File: src/rtl/apb_mst_pkg.sv
// Shared types and default widths for the APB4 requester bridge.
package apb_mst_pkg;

   localparam int unsigned APB_MST_AW = 32;
   localparam int unsigned APB_MST_DW = 32;

   typedef enum logic [1:0] {
      IDLE,
      SETUP,
      ACCESS,
      RESP
   } apb_mst_state_e;

   typedef struct packed {
      logic                      write;
      logic [APB_MST_AW-1:0]     addr;
      logic [APB_MST_DW-1:0]     wdata;
      logic [APB_MST_DW/8-1:0]   strb;
   } apb_mst_cmd_t;

   typedef struct packed {
      logic [APB_MST_DW-1:0]     rdata;
      logic                      err;
   } apb_mst_rsp_t;

endpackage

File: src/rtl/apb_mst_timer.sv
// ACCESS-phase wait counter; expired flags the edge on which the count reaches LIMIT.
module apb_mst_timer #(
   parameter int unsigned LIMIT = 16
) (
   input  logic PCLK,
   input  logic PRESETn,
   input  logic clear,
   input  logic enable,
   output logic expired
);

   localparam int unsigned CW = $clog2(LIMIT + 1);

   logic [CW-1:0] count;

   always_ff @(posedge PCLK or negedge PRESETn) begin
      if (!PRESETn) begin
         count <= '0;
      end else if (clear) begin
         count <= '0;
      end else if (enable) begin
         count <= count + CW'(1);
      end
   end

   // Combinational look-ahead so the FSM leaves ACCESS on the LIMIT-th stalled cycle.
   assign expired = enable && (count == CW'(LIMIT - 1));

endmodule

File: src/rtl/apb_mst_bridge.sv
// APB4 requester: valid/ready command port in, SETUP/ACCESS on the bus, valid/ready response out.
// Optional ACCESS timeout (adds rsp_timeout) enabled by defining APB_MST_TIMEOUT_EN.
module apb_mst_bridge
   import apb_mst_pkg::*;
#(
   parameter int unsigned AW             = APB_MST_AW,
   parameter int unsigned DW             = APB_MST_DW,
   parameter int unsigned TIMEOUT_CYCLES = 16
) (
   input  logic          PCLK,
   input  logic          PRESETn,
   input  logic          cmd_valid,
   output logic          cmd_ready,
   input  logic          cmd_write,
   input  logic [AW-1:0] cmd_addr,
   input  logic [DW-1:0] cmd_wdata,
   input  logic [DW/8-1:0] cmd_strb,
   output logic          rsp_valid,
   input  logic          rsp_ready,
   output logic [DW-1:0] rsp_rdata,
   output logic          rsp_err,
`ifdef APB_MST_TIMEOUT_EN
   output logic          rsp_timeout,
`endif
   output logic          PSEL,
   output logic          PENABLE,
   output logic          PWRITE,
   output logic [AW-1:0] PADDR,
   output logic [DW-1:0] PWDATA,
   output logic [DW/8-1:0] PSTRB,
   input  logic          PREADY,
   input  logic          PSLVERR,
   input  logic [DW-1:0] PRDATA
);

   if (!(DW == 8 || DW == 16 || DW == 32) || TIMEOUT_CYCLES < 1) begin : g_bad_param
      $error("apb_mst_bridge: DW must be 8, 16 or 32 and TIMEOUT_CYCLES at least 1");
   end

   apb_mst_state_e state;
   logic           tmo_expired;

`ifdef APB_MST_TIMEOUT_EN
   apb_mst_timer #(
      .LIMIT (TIMEOUT_CYCLES)
   ) u_timer (
      .PCLK    (PCLK),
      .PRESETn (PRESETn),
      .clear   (state == SETUP),
      .enable  ((state == ACCESS) && !PREADY),
      .expired (tmo_expired)
   );
`else
   assign tmo_expired = 1'b0;
`endif

   always_ff @(posedge PCLK or negedge PRESETn) begin
      if (!PRESETn) begin
         state     <= IDLE;
         cmd_ready <= 1'b0;
         rsp_valid <= 1'b0;
         rsp_rdata <= '0;
         rsp_err   <= 1'b0;
         PSEL      <= 1'b0;
         PENABLE   <= 1'b0;
         PWRITE    <= 1'b0;
         PADDR     <= '0;
         PWDATA    <= '0;
         PSTRB     <= '0;
`ifdef APB_MST_TIMEOUT_EN
         rsp_timeout <= 1'b0;
`endif
      end else begin
         case (state)
            IDLE: begin
               PSEL    <= 1'b0;
               PENABLE <= 1'b0;
               // The bus registers double as the command capture; they hold after completion.
               if (cmd_valid && cmd_ready) begin
                  cmd_ready <= 1'b0;
                  PSEL      <= 1'b1;
                  PWRITE    <= cmd_write;
                  PADDR     <= cmd_addr;
                  PWDATA    <= cmd_write ? cmd_wdata : '0;
                  PSTRB     <= cmd_write ? cmd_strb  : '0;
                  state     <= SETUP;
               end else begin
                  cmd_ready <= 1'b1;
               end
            end
            SETUP: begin
               PENABLE <= 1'b1;
               state   <= ACCESS;
            end
            ACCESS: begin
               if (PREADY) begin
                  PSEL      <= 1'b0;
                  PENABLE   <= 1'b0;
                  rsp_valid <= 1'b1;
                  rsp_rdata <= PWRITE ? '0 : PRDATA;
                  rsp_err   <= PSLVERR;
                  state     <= RESP;
               end else if (tmo_expired) begin
                  PSEL      <= 1'b0;
                  PENABLE   <= 1'b0;
                  rsp_valid <= 1'b1;
                  rsp_rdata <= '0;
                  rsp_err   <= 1'b1;
`ifdef APB_MST_TIMEOUT_EN
                  rsp_timeout <= 1'b1;
`endif
                  state     <= RESP;
               end
            end
            RESP: begin
               if (rsp_ready) begin
                  rsp_valid <= 1'b0;
                  cmd_ready <= 1'b1;
`ifdef APB_MST_TIMEOUT_EN
                  rsp_timeout <= 1'b0;
`endif
                  state     <= IDLE;
               end
            end
            default: state <= IDLE;
         endcase
      end
   end

endmodule

File: config.mk
export PLATFORM = sky130hd
export DESIGN_NAME = apb_mst_bridge
export DESIGN_NICKNAME = d
export VERILOG_FILES = /design/src/rtl/apb_mst_pkg.sv /design/src/rtl/apb_mst_timer.sv /design/src/rtl/apb_mst_bridge.sv
export SDC_FILE = /design/constraint.sdc
export NUM_CORES = 1
export LEC_CHECK = 0
export ABC_AREA = 1
export BUFFER_PORTS_ARGS = -buffer_cell sky130_fd_sc_hd__buf_2
export CAP_MARGIN = 15
export CORE_ASPECT_RATIO = 1.75
export CORE_MARGIN = 5
export CORE_UTILIZATION = 40
export CTS_CLUSTER_SIZE = 30
export DETAILED_ROUTE_END_ITERATION = 16
export PLACE_DENSITY_LB_ADDON = 0.05
export SETUP_SLACK_MARGIN = 0.4
export SLEW_MARGIN = 25
export SYNTH_ARGS = -nofsm -noshare
export SYNTH_HDL_FRONTEND = slang
export SYNTH_SLANG_ARGS = --single-unit
File: constraint.sdc
create_clock -name PCLK -period 2.16 [get_ports PCLK]
set_input_delay 0.216 -clock PCLK [delete_from_list [all_inputs] [get_ports PCLK]]
set_output_delay 0.216 -clock PCLK [all_outputs]
set_load 0.005 [all_outputs]
# Word level (Yosys, flattened, before mapping)
# Index checks and enable logic that the tools add are counted.
dict set report word_totals {
  romBits 0
  mem_bits_rw 0
  regBits 108
  out_inout_bits 106
  latchBits 0
  wordCells 47
  input_bits 107
  mem_count 0
}
dict set report classes {
  order_cmp 0
  n_reduce_logical 13
  n_bitwise 0
  mul 0
  eq_ne 6
  n_addsub 0
  n_shift 0
  n_mux 17
  n_div 0
}
# cell n
set op_table {}
lappend op_table {{two-way mux 32 bit} 2}
lappend op_table {{AND reduction 2 bit} 5}
lappend op_table {{case mux 2 bit (4 select lines)} 1}
lappend op_table {{two-way mux 1 bit} 6}
lappend op_table {{two-way mux 2 bit} 3}
lappend op_table {{inequality test 2 bit, second input constant} 3}
lappend op_table {{case mux 1 bit (2 select lines)} 3}
lappend op_table {{AND reduction 3 bit} 2}
lappend op_table {{nonzero test 2 bit} 3}
lappend op_table {{equality test 2 bit, second input constant} 2}
lappend op_table {{two-way mux 4 bit} 1}
lappend op_table {{case mux 1 bit (3 select lines)} 1}
lappend op_table {{nonzero test 3 bit} 1}
lappend op_table {{equality test 2 x 1 -> 1 bit, second input constant} 1}
lappend op_table {{zero test 2 bit} 1}
lappend op_table {{logical AND 1 bit} 1}

# Longest topological paths before layout
dict set report logic_depth {
  ltp_word 3
  mapped_depth 9
  ltp_nobuf 7
}

# Worst setup path before layout
# No wires, ideal clock.
dict set report synth_timing {
  kind {register to register}
  start {register state[0]}
  end {register PADDR[11]}
  period_less_slack_ns 1.434
  t_arrival_ns 1.318
  slack_ns 0.726
  setup_time_ns 0.116
  path_stages_with_launch 10
  path_cell_list {dfrtp_1 > inv_1 > ha_1 > inv_2 > nor2_4 > inv_2 > buf_4 > buf_6 > nand2_1 > nand2_1}
}
dict set report synth_between {
  elab_chain_cells 2
}
# item line
set synth_lines {}
lappend synth_lines {{start, declared} apb_mst_bridge.sv:40} ;# apb_mst_state_e state;
lappend synth_lines {{start signal, assigned} apb_mst_bridge.sv:59} ;# state <= IDLE;
lappend synth_lines {{start signal, assigned} apb_mst_bridge.sv:86} ;# state <= SETUP;
lappend synth_lines {{start signal, assigned} apb_mst_bridge.sv:93} ;# state <= ACCESS;
lappend synth_lines {{zero test 2 bit} apb_mst_bridge.sv:74} ;# case (state)
lappend synth_lines {{AND reduction 2 bit (no source line)} --}
lappend synth_lines {{end signal, assigned} apb_mst_bridge.sv:83} ;# PADDR <= cmd_addr;
lappend synth_lines {{end, declared} apb_mst_bridge.sv:28} ;# output logic [AW-1:0] PADDR,
# No other way between the ends.
# A chain may end at the register's enable or synchronous reset.

# Worst setup path in the final report
dict set report layout_timing {
  start {register state[0]}
  end {register PWDATA[11]}
}
dict set report layout_between {
  elab_chain_cells 2
}
# item line
set layout_lines {}
lappend layout_lines {{zero test 2 bit} apb_mst_bridge.sv:74}
lappend layout_lines {{AND reduction 2 bit (no source line)} --}
lappend layout_lines {{end signal, assigned} apb_mst_bridge.sv:84} ;# PWDATA <= cmd_write ? cmd_wdata : '0;
lappend layout_lines {{end, declared} apb_mst_bridge.sv:29} ;# output logic [DW-1:0] PWDATA,
# No other way between the ends.

==> run metrics <==
outcome finished, final reports clean; Synth top area share 0.626; die width 88.6 um; Routed Antenna Nets 0; RSZ-0062 raised after global routing no; r2r setup slk 0.59 ns; Power per Cell Area 1310 mW/mm^2; placer congestion estimate 0.802; sequential-to-total area share from yosys stat 0.626; NumNets Final 806; Max Cap Viol 0; crit path capture type register; Syn Inst Count 489; pre-CTS WS 0.500 ns; DR iter-0 viols 120; CTS tree done; CP max FO 44; total design power 7.60 mW; clk slew on worst S/H paths 0.07 ns; Fmax achieved 635 MHz; grt total ovfl 0; worst-case reg-to-reg path depth 7; setup slack after layout 0.586 ns; vias in the first global route 3799; H-tree depth 3; Reg2Reg Capture Point PWDATA[11]; Mapped Nets 601; worst skew pair latency 0.34 ns; Die Y 147 um; Worst Hold Depth 3; DRC errors left 0; Core Rows 50; DR vias 3847; # setup viols final 0; Worst R2R Start state[0]; Clock Skew 0.00941 ns; post-synth top area cell dfrtp_1; Post-Synthesis Cell Area 0.00432 sq mm; Netlist cell types 16; Max clock buf depth 2; Worst EP required 2.43 ns; post-CTS setup-driven buffer insertion count 0; worst slew pin tran 0.682 ns; initial core utilization 0.406; leakage 3.44 nW; Hold Path Class input port to register; Mean Syn Cell Area 8.83 sq um; CP Class register to register; flops & latches, synth 108; initial antenna violation count 0; global-route usage over all layers 0.186; final hold vios 0; Arrival @ worst endpoint 1.85 ns; DIE AREA 0.0131 sq mm; top cells by area, synth dfrtp_1, nand2_1, nand3_1, o21ai_0, ha_1; largest net degree at the start of global routing 50; Slew HR 0.545; PortBufs 212; Core Footprint 0.0106 sq mm; synthesis warning total 0; WHS 0.0723 ns; DRT Wirelength 12.0 mm; HPWL Detailed 8.97 mm; Min-Delay Endpoint PADDR[11]; TritonCTS buffer count 9; wire length per cell 14.5 um; CTS root buf clkbuf_16; crit path launch type register; first-pass GRT wire length 18.9 mm; share of cells above drive strength 1 0.344; register area 0.00270 sq mm; ant diodes 0; drt pass-1 iters 4; Filler cells 1016; final worst-path cycle share 0.729; area of the multi-input gates 0.00145 sq mm; worst hold start cmd_addr[11]; Ports 213; Fin Setup TNS 0 ns; post-layout min period 1.57 ns; vias per cell 4.65; max-slew violation count 0; TritonCTS Sinks 108; area growth from synthesis to layout 34.3%; worst ir drop on vdd 0.617 mV
## worst max path at each step
stage	slack, ns	cells after the start	to	from
after floorplan	0.73	9	PADDR[11]	state[0]
after global placement	0.55	8	PWDATA[28]	state[0]
after detailed placement	0.50	8	PSTRB[1]	state[0]
after CTS	0.48	8	PSTRB[1]	state[0]
after global routing	0.43	7	PWDATA[11]	state[0]
final	0.59	7	PWDATA[11]	state[0]
## cells in the final DEF, fill, tap and decap left out, drive strengths merged
| cell | n |
|---|---|
| nand3 | 39 |
| buf | 221 |
| clkbuf | 10 |
| o21ai | 35 |
| dlygate4sd3 | 1 |
| ha | 5 |
| nor2 | 1 |
| nand2 | 260 |
| or2 | 1 |
| nand4 | 2 |
| clkinv | 1 |
| inv | 10 |
| dfrtp | 108 |
| clkinvlp | 3 |
## area by class of cell
| type | instances | area share |
|---|---|---|
| Clock buffer | 10 | 0.0412 |
| Clock inverter | 4 | 0.00475 |
| Inverter | 10 | 0.00690 |
| Multi-Input combinational cell | 343 | 0.249 |
| Sequential cell | 108 | 0.466 |
| Tap cell | 130 | 0.0280 |
| Timing Repair Buffer | 222 | 0.204 |
## report_power, final
group,switching (mW),internal (mW)
clock network,0.708,0.799
logic,1.57,1.20
registers,0.455,2.87
total,2.73,4.87
## synth_stat cells
library cell,count
clkbuf_2,1
buf_1,5
buf_2,12
or2_2,1
inv_1,8
nand3_1,39
nor2_4,1
clkbuf_1,7
nand4_1,2
dfrtp_1,108
buf_6,2
o21ai_0,35
inv_2,2
nand2_1,260
ha_1,5
buf_4,1
## state kept, by name, indices dropped and copies added, names as in the netlist
signal and flops:
rsp_err 1, PENABLE 1, PSEL 1, PWDATA 32, rsp_valid 1, rsp_rdata 32
PADDR 32, cmd_ready 1, PSTRB 4, state 2, PWRITE 1
## metal layers
| metal | vias to the layer above | wire, um | global-route usage |
|---|---|---|---|
| li1 | 1935 | - | - |
| met1 | 1749 | 4770 | 0.229 |
| met2 | 141 | 5950 | 0.306 |
| met3 | 22 | 901 | 0.0480 |
| met4 | 0 | 340 | 0.0749 |
| met5 | - | 0 | 0 |
## timing repair
item                                    CTS  global route
endpoints found under the setup margin    0            57
gates resized for setup                   0             4
hold endpoints to repair                 31             0
hold buffers                              1             0
## kinds of logic after synthesis
| group | count (synthesis) | synth area share |
|---|---|---|
| fa+ha+maj | 5 | 0.0145 |
| flops | 108 | 0.626 |
| simple gates | 303 | 0.278 |
| buf+inv | 38 | 0.0411 |
| compound gates | 35 | 0.0406 |
## through the flow
stage | util | cell area (sq um) | instances
finish | 0.545 | 5800 | 827
global route | 0.545 | 5800 | 827
CTS | 0.544 | 5790 | 827
detailed placement | 0.518 | 5510 | 812
global placement | 0.518 | 5510 | 812
floorplan | - | 4320 | 489
## worst max-delay path, cell delays in order, from the launching register on
cell and delay [ns]:
dfrtp_1 0.42, inv_1 0.12, ha_1 0.21, inv_2 0.06, nor2_4 0.15, buf_6 0.31
nand3_1 0.14, nand2_1 0.09
Note: power is estimated with default switching activity, not from simulation.
